### src/rtl/fpu_pkg.sv
// Shared floating-point unit constants and the in-flight tracking record used
// by the fmul arbiter. Requester ids are stored at the widest supported size
// (up to 8 requesters) so the record layout does not depend on NREQ.
package fpu_pkg;

  // IEEE-754 single-precision word width
  localparam int FP_W = 32;

  // Default pipeline depth of the shared fmul: operands to y
  localparam int FMUL_LAT = 2;

  // Largest supported requester count and the id width that covers it
  localparam int MAX_NREQ = 8;
  localparam int ID_W     = 3;

  // One slot of the in-flight shift register
  typedef struct packed {
    logic            vld;
    logic [ID_W-1:0] id;
  } infl_t;

  // Empty slot, used on reset and for idle cycles
  localparam infl_t INFL_IDLE = '{vld: 1'b0, id: '0};

  // Build a slot from a grant strobe and the granted index
  function automatic infl_t mk_infl(input logic vld, input logic [ID_W-1:0] id);
    infl_t s;
    s.vld = vld;
    s.id  = vld ? id : '0;
    return s;
  endfunction

endpackage

### src/rtl/rr_arbiter.sv
// Round-robin arbiter: one-hot grant over N requesters. The search starts at
// the priority pointer; after a grant the pointer moves one past the winner
// so the winner becomes lowest priority. With no grant the pointer holds.
module rr_arbiter
  import fpu_pkg::*;
#(
  parameter int N = 2
) (
  input  logic            clk,
  input  logic            rst,
  input  logic [N-1:0]    i_req,
  output logic [N-1:0]    o_gnt,
  output logic [ID_W-1:0] o_gnt_idx,
  output logic            o_any
);

  localparam int PW = (N > 1) ? $clog2(N) : 1;

  logic [PW-1:0] r_ptr;
  logic [N-1:0]  w_hi;
  logic [N-1:0]  w_pick;
  logic [N-1:0]  w_gnt;
  logic [ID_W-1:0] w_idx;
  logic [PW-1:0] w_nxt;
  logic          w_any;

  // Requests at or above the pointer win first; otherwise wrap to the bottom
  always_comb begin
    w_hi  = '0;
    w_gnt = '0;
    w_idx = '0;
    w_nxt = r_ptr;
    w_any = 1'b0;
    for (int i = 0; i < N; i++) begin
      w_hi[i] = i_req[i] && (i >= int'(r_ptr));
    end
    w_pick = (|w_hi) ? w_hi : i_req;
    for (int i = 0; i < N; i++) begin
      if (!w_any && w_pick[i]) begin
        w_any    = 1'b1;
        w_gnt[i] = 1'b1;
        w_idx    = ID_W'(i);
        w_nxt    = (i == N - 1) ? '0 : PW'(i + 1);
      end
    end
  end

  // Priority pointer: advance past the winner on each grant
  always_ff @(posedge clk) begin
    if (rst) begin
      r_ptr <= '0;
    end else if (w_any) begin
      r_ptr <= w_nxt;
    end
  end

  assign o_gnt     = w_gnt;
  assign o_gnt_idx = w_idx;
  assign o_any     = w_any;

endmodule

### src/rtl/fmul_arb.sv
// fmul_arb: shares one pipelined fmul among NREQ requesters.
// A round-robin grant selects one requester per cycle; its operands go to the
// fmul in the same cycle. A LAT+1 deep shift register of {valid, id} follows
// each operation so the registered result is steered back to its owner
// exactly LAT+1 cycles after the handshake, in issue order.
// Optional feature: define FMUL_ARB_OVF_STICKY_EN to enable per-requester
// sticky overflow flags (otherwise ovf_sticky is tied low and ovf_clr unused).
module fmul_arb
  import fpu_pkg::*;
#(
  parameter int NREQ = 2,
  parameter int LAT  = FMUL_LAT
) (
  input  logic                 clk,
  input  logic                 rst,
  input  logic [NREQ-1:0]      req_valid,
  input  logic [FP_W*NREQ-1:0] req_x1,
  input  logic [FP_W*NREQ-1:0] req_x2,
  output logic [NREQ-1:0]      req_ready,
  output logic [FP_W-1:0]      mul_x1,
  output logic [FP_W-1:0]      mul_x2,
  input  logic [FP_W-1:0]      mul_y,
  input  logic                 mul_ovf,
  output logic [NREQ-1:0]      rsp_valid,
  output logic [FP_W-1:0]      rsp_y,
  output logic                 rsp_ovf,
  input  logic [NREQ-1:0]      ovf_clr,
  output logic [NREQ-1:0]      ovf_sticky
);

  logic [NREQ-1:0] w_req;
  logic [NREQ-1:0] w_gnt;
  logic [ID_W-1:0] w_gnt_idx;
  logic            w_any;
  logic [FP_W-1:0] w_x1;
  logic [FP_W-1:0] w_x2;
  logic [NREQ-1:0] w_rsp_vld;

  infl_t           r_infl_p [LAT+1];
  logic            r_ovf_p1;
  logic [FP_W-1:0] r_rsp_y;
  logic            r_rsp_ovf;

  // Nothing is granted while reset is asserted
  assign w_req = req_valid & {NREQ{~rst}};

  rr_arbiter #(
    .N (NREQ)
  ) u_arb (
    .clk       (clk),
    .rst       (rst),
    .i_req     (w_req),
    .o_gnt     (w_gnt),
    .o_gnt_idx (w_gnt_idx),
    .o_any     (w_any)
  );

  assign req_ready = w_gnt;

  // Stage p0: operand mux to the fmul, zero when idle
  always_comb begin
    w_x1 = '0;
    w_x2 = '0;
    for (int i = 0; i < NREQ; i++) begin
      if (w_gnt[i]) begin
        w_x1 = req_x1[FP_W*i +: FP_W];
        w_x2 = req_x2[FP_W*i +: FP_W];
      end
    end
  end

  assign mul_x1 = w_x1;
  assign mul_x2 = w_x2;

  // In-flight tracker: slot k describes the issue from k+1 cycles ago
  always_ff @(posedge clk) begin
    if (rst) begin
      for (int k = 0; k <= LAT; k++) begin
        r_infl_p[k] <= INFL_IDLE;
      end
    end else begin
      r_infl_p[0] <= mk_infl(w_any, w_gnt_idx);
      for (int k = 1; k <= LAT; k++) begin
        r_infl_p[k] <= r_infl_p[k-1];
      end
    end
  end

  // Stage p1: overflow arrives one cycle ahead of y, delay it to line up
  always_ff @(posedge clk) begin
    r_ovf_p1 <= mul_ovf;
  end

  // Stage p2: capture y and its overflow when the tracked op reaches the fmul output
  always_ff @(posedge clk) begin
    if (rst) begin
      r_rsp_y   <= '0;
      r_rsp_ovf <= 1'b0;
    end else if (r_infl_p[LAT-1].vld) begin
      r_rsp_y   <= mul_y;
      r_rsp_ovf <= r_ovf_p1;
    end
  end

  assign rsp_y   = r_rsp_y;
  assign rsp_ovf = r_rsp_ovf;

  // Result strobe: decode the owner id of the oldest tracker slot
  always_comb begin
    w_rsp_vld = '0;
    for (int i = 0; i < NREQ; i++) begin
      w_rsp_vld[i] = r_infl_p[LAT].vld && (r_infl_p[LAT].id == ID_W'(i));
    end
  end

  assign rsp_valid = w_rsp_vld;

`ifdef FMUL_ARB_OVF_STICKY_EN
  logic [NREQ-1:0] r_sticky;

  // Sticky overflow: a new overflow outranks a same-cycle clear
  always_ff @(posedge clk) begin
    if (rst) begin
      r_sticky <= '0;
    end else begin
      r_sticky <= (r_sticky & ~ovf_clr) | (w_rsp_vld & {NREQ{r_rsp_ovf}});
    end
  end

  assign ovf_sticky = r_sticky;
`else
  logic w_ovf_clr_unused;

  assign w_ovf_clr_unused = ^ovf_clr;
  assign ovf_sticky       = '0;
`endif

endmodule

### config.mk
export PLATFORM = sky130hd
export DESIGN_NAME = fmul_arb
export DESIGN_NICKNAME = d
export VERILOG_FILES = /design/src/rtl/fpu_pkg.sv /design/src/rtl/rr_arbiter.sv /design/src/rtl/fmul_arb.sv
export SDC_FILE = /design/constraint.sdc
export NUM_CORES = 1
export LEC_CHECK = 0
export ABC_AREA = 0
export CORE_UTILIZATION = 30
export DETAILED_ROUTE_END_ITERATION = 8
export GPL_TIMING_DRIVEN = 0
export PLACE_DENSITY = 0.89
export SETUP_SLACK_MARGIN = 0.3
export SYNTH_ARGS = -nofsm -noshare
export SYNTH_HDL_FRONTEND = slang
export SYNTH_SLANG_ARGS = --single-unit
### constraint.sdc
create_clock -name clk -period 1 [get_ports clk]
set_input_delay 0.2 -clock clk [delete_from_list [all_inputs] [get_ports clk]]
set_output_delay 0.2 -clock clk [all_outputs]
set_load 0.005 [all_outputs]
==> impl_summary.log <==
[metrics] worst-case vdd ir drop: 0.00161 V
[metrics] Hold WS: 335 ps
[metrics] Die ar.: 0.0119 mm2
[metrics] number of search-and-repair iterations in the first detailed-routing pass: 4
[metrics] Congestion Overflow GR: 0
[metrics] proportion of netlist area held by the largest area contributor: 24.0%
[metrics] CTS tree: built
[metrics] Tot GR Track Use: between 20 and 25%
[metrics] Static Leak: roughly 2.8 nW
[metrics] part of the total power dissipated in the clock network: around 28%
[metrics] multi-input combinational cell area: 0.00261 mm2
[metrics] Total Nets Final: 828
[metrics] Worst-Skew Late Latency: 280 ps
[metrics] via count of the first global-routing pass: 4115
[metrics] leading cell types in the layout, fill and taps excluded: 161 x sky130_fd_sc_hd__clkdlybuf4s50_1, 126 x sky130_fd_sc_hd__nand2b_1, 71 x sky130_fd_sc_hd__buf_2, 54 x sky130_fd_sc_hd__o32ai_2, 45 x sky130_fd_sc_hd__buf_6
[metrics] mean instance size in the synthesized netlist: 9.47 um2
[metrics] number of cells on the worst hold path: 3
[metrics] sequential fraction of the synthesis area: 24.0%
[metrics] worst hold path type: primary input to flip-flop
[metrics] number of DRC markers in iteration 0: 200
[metrics] total I/O pin count: 270
[metrics] length in cells of the worst reg-to-reg path: 6
[metrics] area overhead of the layout relative to synthesis: 106%
[metrics] detailed-route wire length per cell: 18.2 um
[metrics] number of buffers on the longest clock path: 2
[metrics] library cell used as clock root buffer: sky130_fd_sc_hd__clkbuf_16
[metrics] slowest CP cell: sky130_fd_sc_hd__dfxtp_4
[metrics] Netlist Area Pre-Place: around 0.0034 mm2
[metrics] Core Area: 0.0110 mm2
[metrics] maximum operating frequency: 609 MHz
[metrics] final count of hold timing violations: 0
[metrics] Clock Skews: 5.67 ps
[metrics] maximum cell stage delay along the critical path: 360 ps
[metrics] switching share of power: a little over a quarter
[metrics] layout cell share with drive strength beyond 1: 43.9%
[metrics] DRT Wirelength: 14600 um
[metrics] required time reported for the critical path endpoint: 800 ps
[metrics] number of remaining DRC errors: 0
[metrics] top area cells in the synthesized netlist: sky130_fd_sc_hd__dfxtp_1 24%, sky130_fd_sc_hd__nand2b_1 23%, sky130_fd_sc_hd__o32ai_2 23%
[metrics] maximum net fanout on the critical path: 10
[metrics] Initial Util: 31.2%
[metrics] number of warnings printed during yosys synthesis: 0
[metrics] global-route wire length before repair: between 20000 and 25000 um
[metrics] final cycle utilization of the critical path: 164%
[metrics] total half-perimeter wirelength after legalization and detailed placement: about 11000 um
[metrics] Num CTS Buffers: 5
[metrics] commonest non-fill, non-tap cell in the layout: sky130_fd_sc_hd__clkdlybuf4s50_1
[metrics] GPL Wtd Cong: 0.816
[metrics] violated checks: setup timing
[metrics] list of cells traversed by the critical path: a21bo_4 > buf_12 > buf_12 > o32ai_2 > buf_2
[metrics] Final Worst Setup Slack: -643 ps
[metrics] # fillers: 858
[metrics] relative contribution of combinational cells to total power: 42.7%
[metrics] setup repair after global routing missed its margin: yes
[metrics] Crit Path Class: flip-flop to output pin
[metrics] total count of max-transition violations in the final report: 0
[metrics] result of the run: complete, but fails checks
[metrics] worst r2r dst: u_arb.r_ptr
[metrics] largest net degree at the start of global routing: 13
[metrics] Tmin final: 1640 ps
[metrics] TritonCTS sink count: between 40 and 50
[metrics] max cap viols: 0
[metrics] most used cell, CP: sky130_fd_sc_hd__buf_12
[metrics] worst reg2reg path startpoint: u_arb.r_ptr
[metrics] count of unique library cells instantiated by Yosys: 18
[metrics] synthesized flop and latch total: 41
[metrics] launch instance of the worst min-delay path: req_valid[0]
[metrics] final number of setup-violating endpoints: 96
[metrics] Post-CTS Hold Fix Bufs: 0
[metrics] Std-Cell Rows: 38
[metrics] reg-to-reg slack, setup: -220 ps
[metrics] proportion of power drawn by flip-flops and latches: between 20% and 30%
[metrics] antenna violations before repair: 1
[metrics] clock transition at the register clock pins on the worst setup and hold paths after CTS: around 50 ps
[metrics] leading area contributor after synthesis: sky130_fd_sc_hd__dfxtp_1
[metrics] switching power summed over all nets: 0.00165 W
[metrics] die extent in y: 109 um
[metrics] Storage cell area: 870 um2
[metrics] worst setup timing slack at the placement stage: -1200 ps
[metrics] level count of the clock H-tree: 2
[metrics] remaining number of nets flagged by the antenna check after routing: 0
[metrics] internal power of the cells: 0.00450 W
[metrics] total vias in the final route: 3961
[metrics] launching instance or port of the critical path: u_arb.r_ptr
[metrics] Critical Path Start Type: flip-flop
[metrics] gate count after technology mapping: 362
[metrics] WP data arrival: 1440 ps
[metrics] Setup crit end kind: output pin
[metrics] Worst Hold End: r_infl_p[0][3]
[metrics] Die W: 109 um
[metrics] Overall Power: 0.00615 W
[metrics] ratio of routed vias to standard cells: around 4.9
[metrics] power density relative to cell area: 870 mW/mm2
[metrics] count of input and output buffers: 264
-- routing by layer --
layer | track usage, % | vias to the layer above | routed length [um]
met4 | 8.30 | 0 | 319
met5 | 0 | - | 0
met3 | 4.78 | 23 | 1070
met2 | 45.0 | 186 | 8030
met1 | 22.8 | 1881 | 5190
li1 | - | 1871 | -
-- power groups by stage --
| stage | sequential (W) | clock, W | combinational (W) |
|---|---|---|---|
| after floorplan | 0.00179 | 0 | 0.00106 |
| after global placement | 0.00178 | 0 | 0.00234 |
| after detailed placement | 0.00178 | 0 | 0.00238 |
| after CTS | 0.00176 | 0.00177 | 0.00247 |
| after global routing | 0.00178 | 0.00184 | 0.00279 |
| final | 0.00177 | 0.00175 | 0.00263 |
-- final cells by class --
| type | instances | area share, % |
|---|---|---|
| buffer | 46 | 7.64 |
| tap | 140 | 2.48 |
| clock buffer | 5 | 1.77 |
| antenna | 1 | 0.0354 |
| clock inverter | 2 | 0.495 |
| timing repair buffer | 291 | 38.3 |
| inverter | 1 | 0.0530 |
| multi-input combinational | 275 | 36.9 |
| sequential | 41 | 12.3 |
-- flip-flops by register name, summed over array words and instances (netlist names) --
register / count
r_infl_p: 6
r_ovf_p1: 1
rsp_ovf: 1
rsp_y: 32
u_arb.r_ptr: 1
-- worst max-delay path, delay by kind of cell, from the launching register on --
kind | cells | cell delay [ps]
AO/OA/AOI/OAI | 2 | 340
buffers and inverters | 3 | 470
flip-flops | 1 | 360
-- stage by stage --
| stage | cells | utilization (%) | setup TNS (ps) | cell area, um2 |
|---|---|---|---|---|
| floorplan | 363 | - | -4530 | 3650 |
| global placement | 767 | 58.9 | -74080 | 6470 |
| detailed placement | 767 | 58.9 | -74750 | 6470 |
| CTS | 793 | 61.4 | -42170 | 6740 |
| global route | 802 | 64.4 | -45920 | 7080 |
| finish | 802 | 64.4 | -41740 | 7080 |
-- cell families (layout without fill, tap and decap cells) --
kind of cell | after synthesis | after routing | share of synthesized area [%]
buffers and inverters | 47 | 345 | 9.57
muxes | 33 | 33 | 9.64
other | 1 | 3 | 0.109
AOI/OAI and AO/OA | 66 | 66 | 27.5
DFF | 41 | 41 | 24.0
and+or+nand+nor | 174 | 174 | 29.3
-- what timing repair did --
item / in CTS / in global routing
gates cloned: 6 / 1
setup endpoints to repair: 137 / 138
gates resized for setup: 481 / 50
pin swaps: 3 / 7
setup buffers: 13 / 7
-- Yosys cell counts --
master	n
sky130_fd_sc_hd__clkbuf_1	11
sky130_fd_sc_hd__inv_2	1
sky130_fd_sc_hd__and2_1	1
sky130_fd_sc_hd__nor2b_1	6
sky130_fd_sc_hd__o32ai_1	16
sky130_fd_sc_hd__a21bo_2	1
sky130_fd_sc_hd__o32ai_2	48
sky130_fd_sc_hd__conb_1	1
sky130_fd_sc_hd__buf_6	12
sky130_fd_sc_hd__nor2_1	36
sky130_fd_sc_hd__dfxtp_1	41
sky130_fd_sc_hd__buf_4	13
sky130_fd_sc_hd__mux2i_1	33
sky130_fd_sc_hd__buf_2	10
sky130_fd_sc_hd__nor3_1	2
sky130_fd_sc_hd__o21ba_2	1
sky130_fd_sc_hd__nor2b_4	1
sky130_fd_sc_hd__nand2b_1	128
-- worst max path at each step --
stage | end | slack, ps | cells after the start
finish | mul_x1[2] | -640 | 5
detailed placement | mul_x2[15] | -1200 | 6
global placement | mul_x2[10] | -1210 | 6
global route | mul_x1[1] | -680 | 4
CTS | mul_x2[15] | -660 | 5
floorplan | mul_x2[11] | -80 | 4
Power figures use the tool's default switching activity.
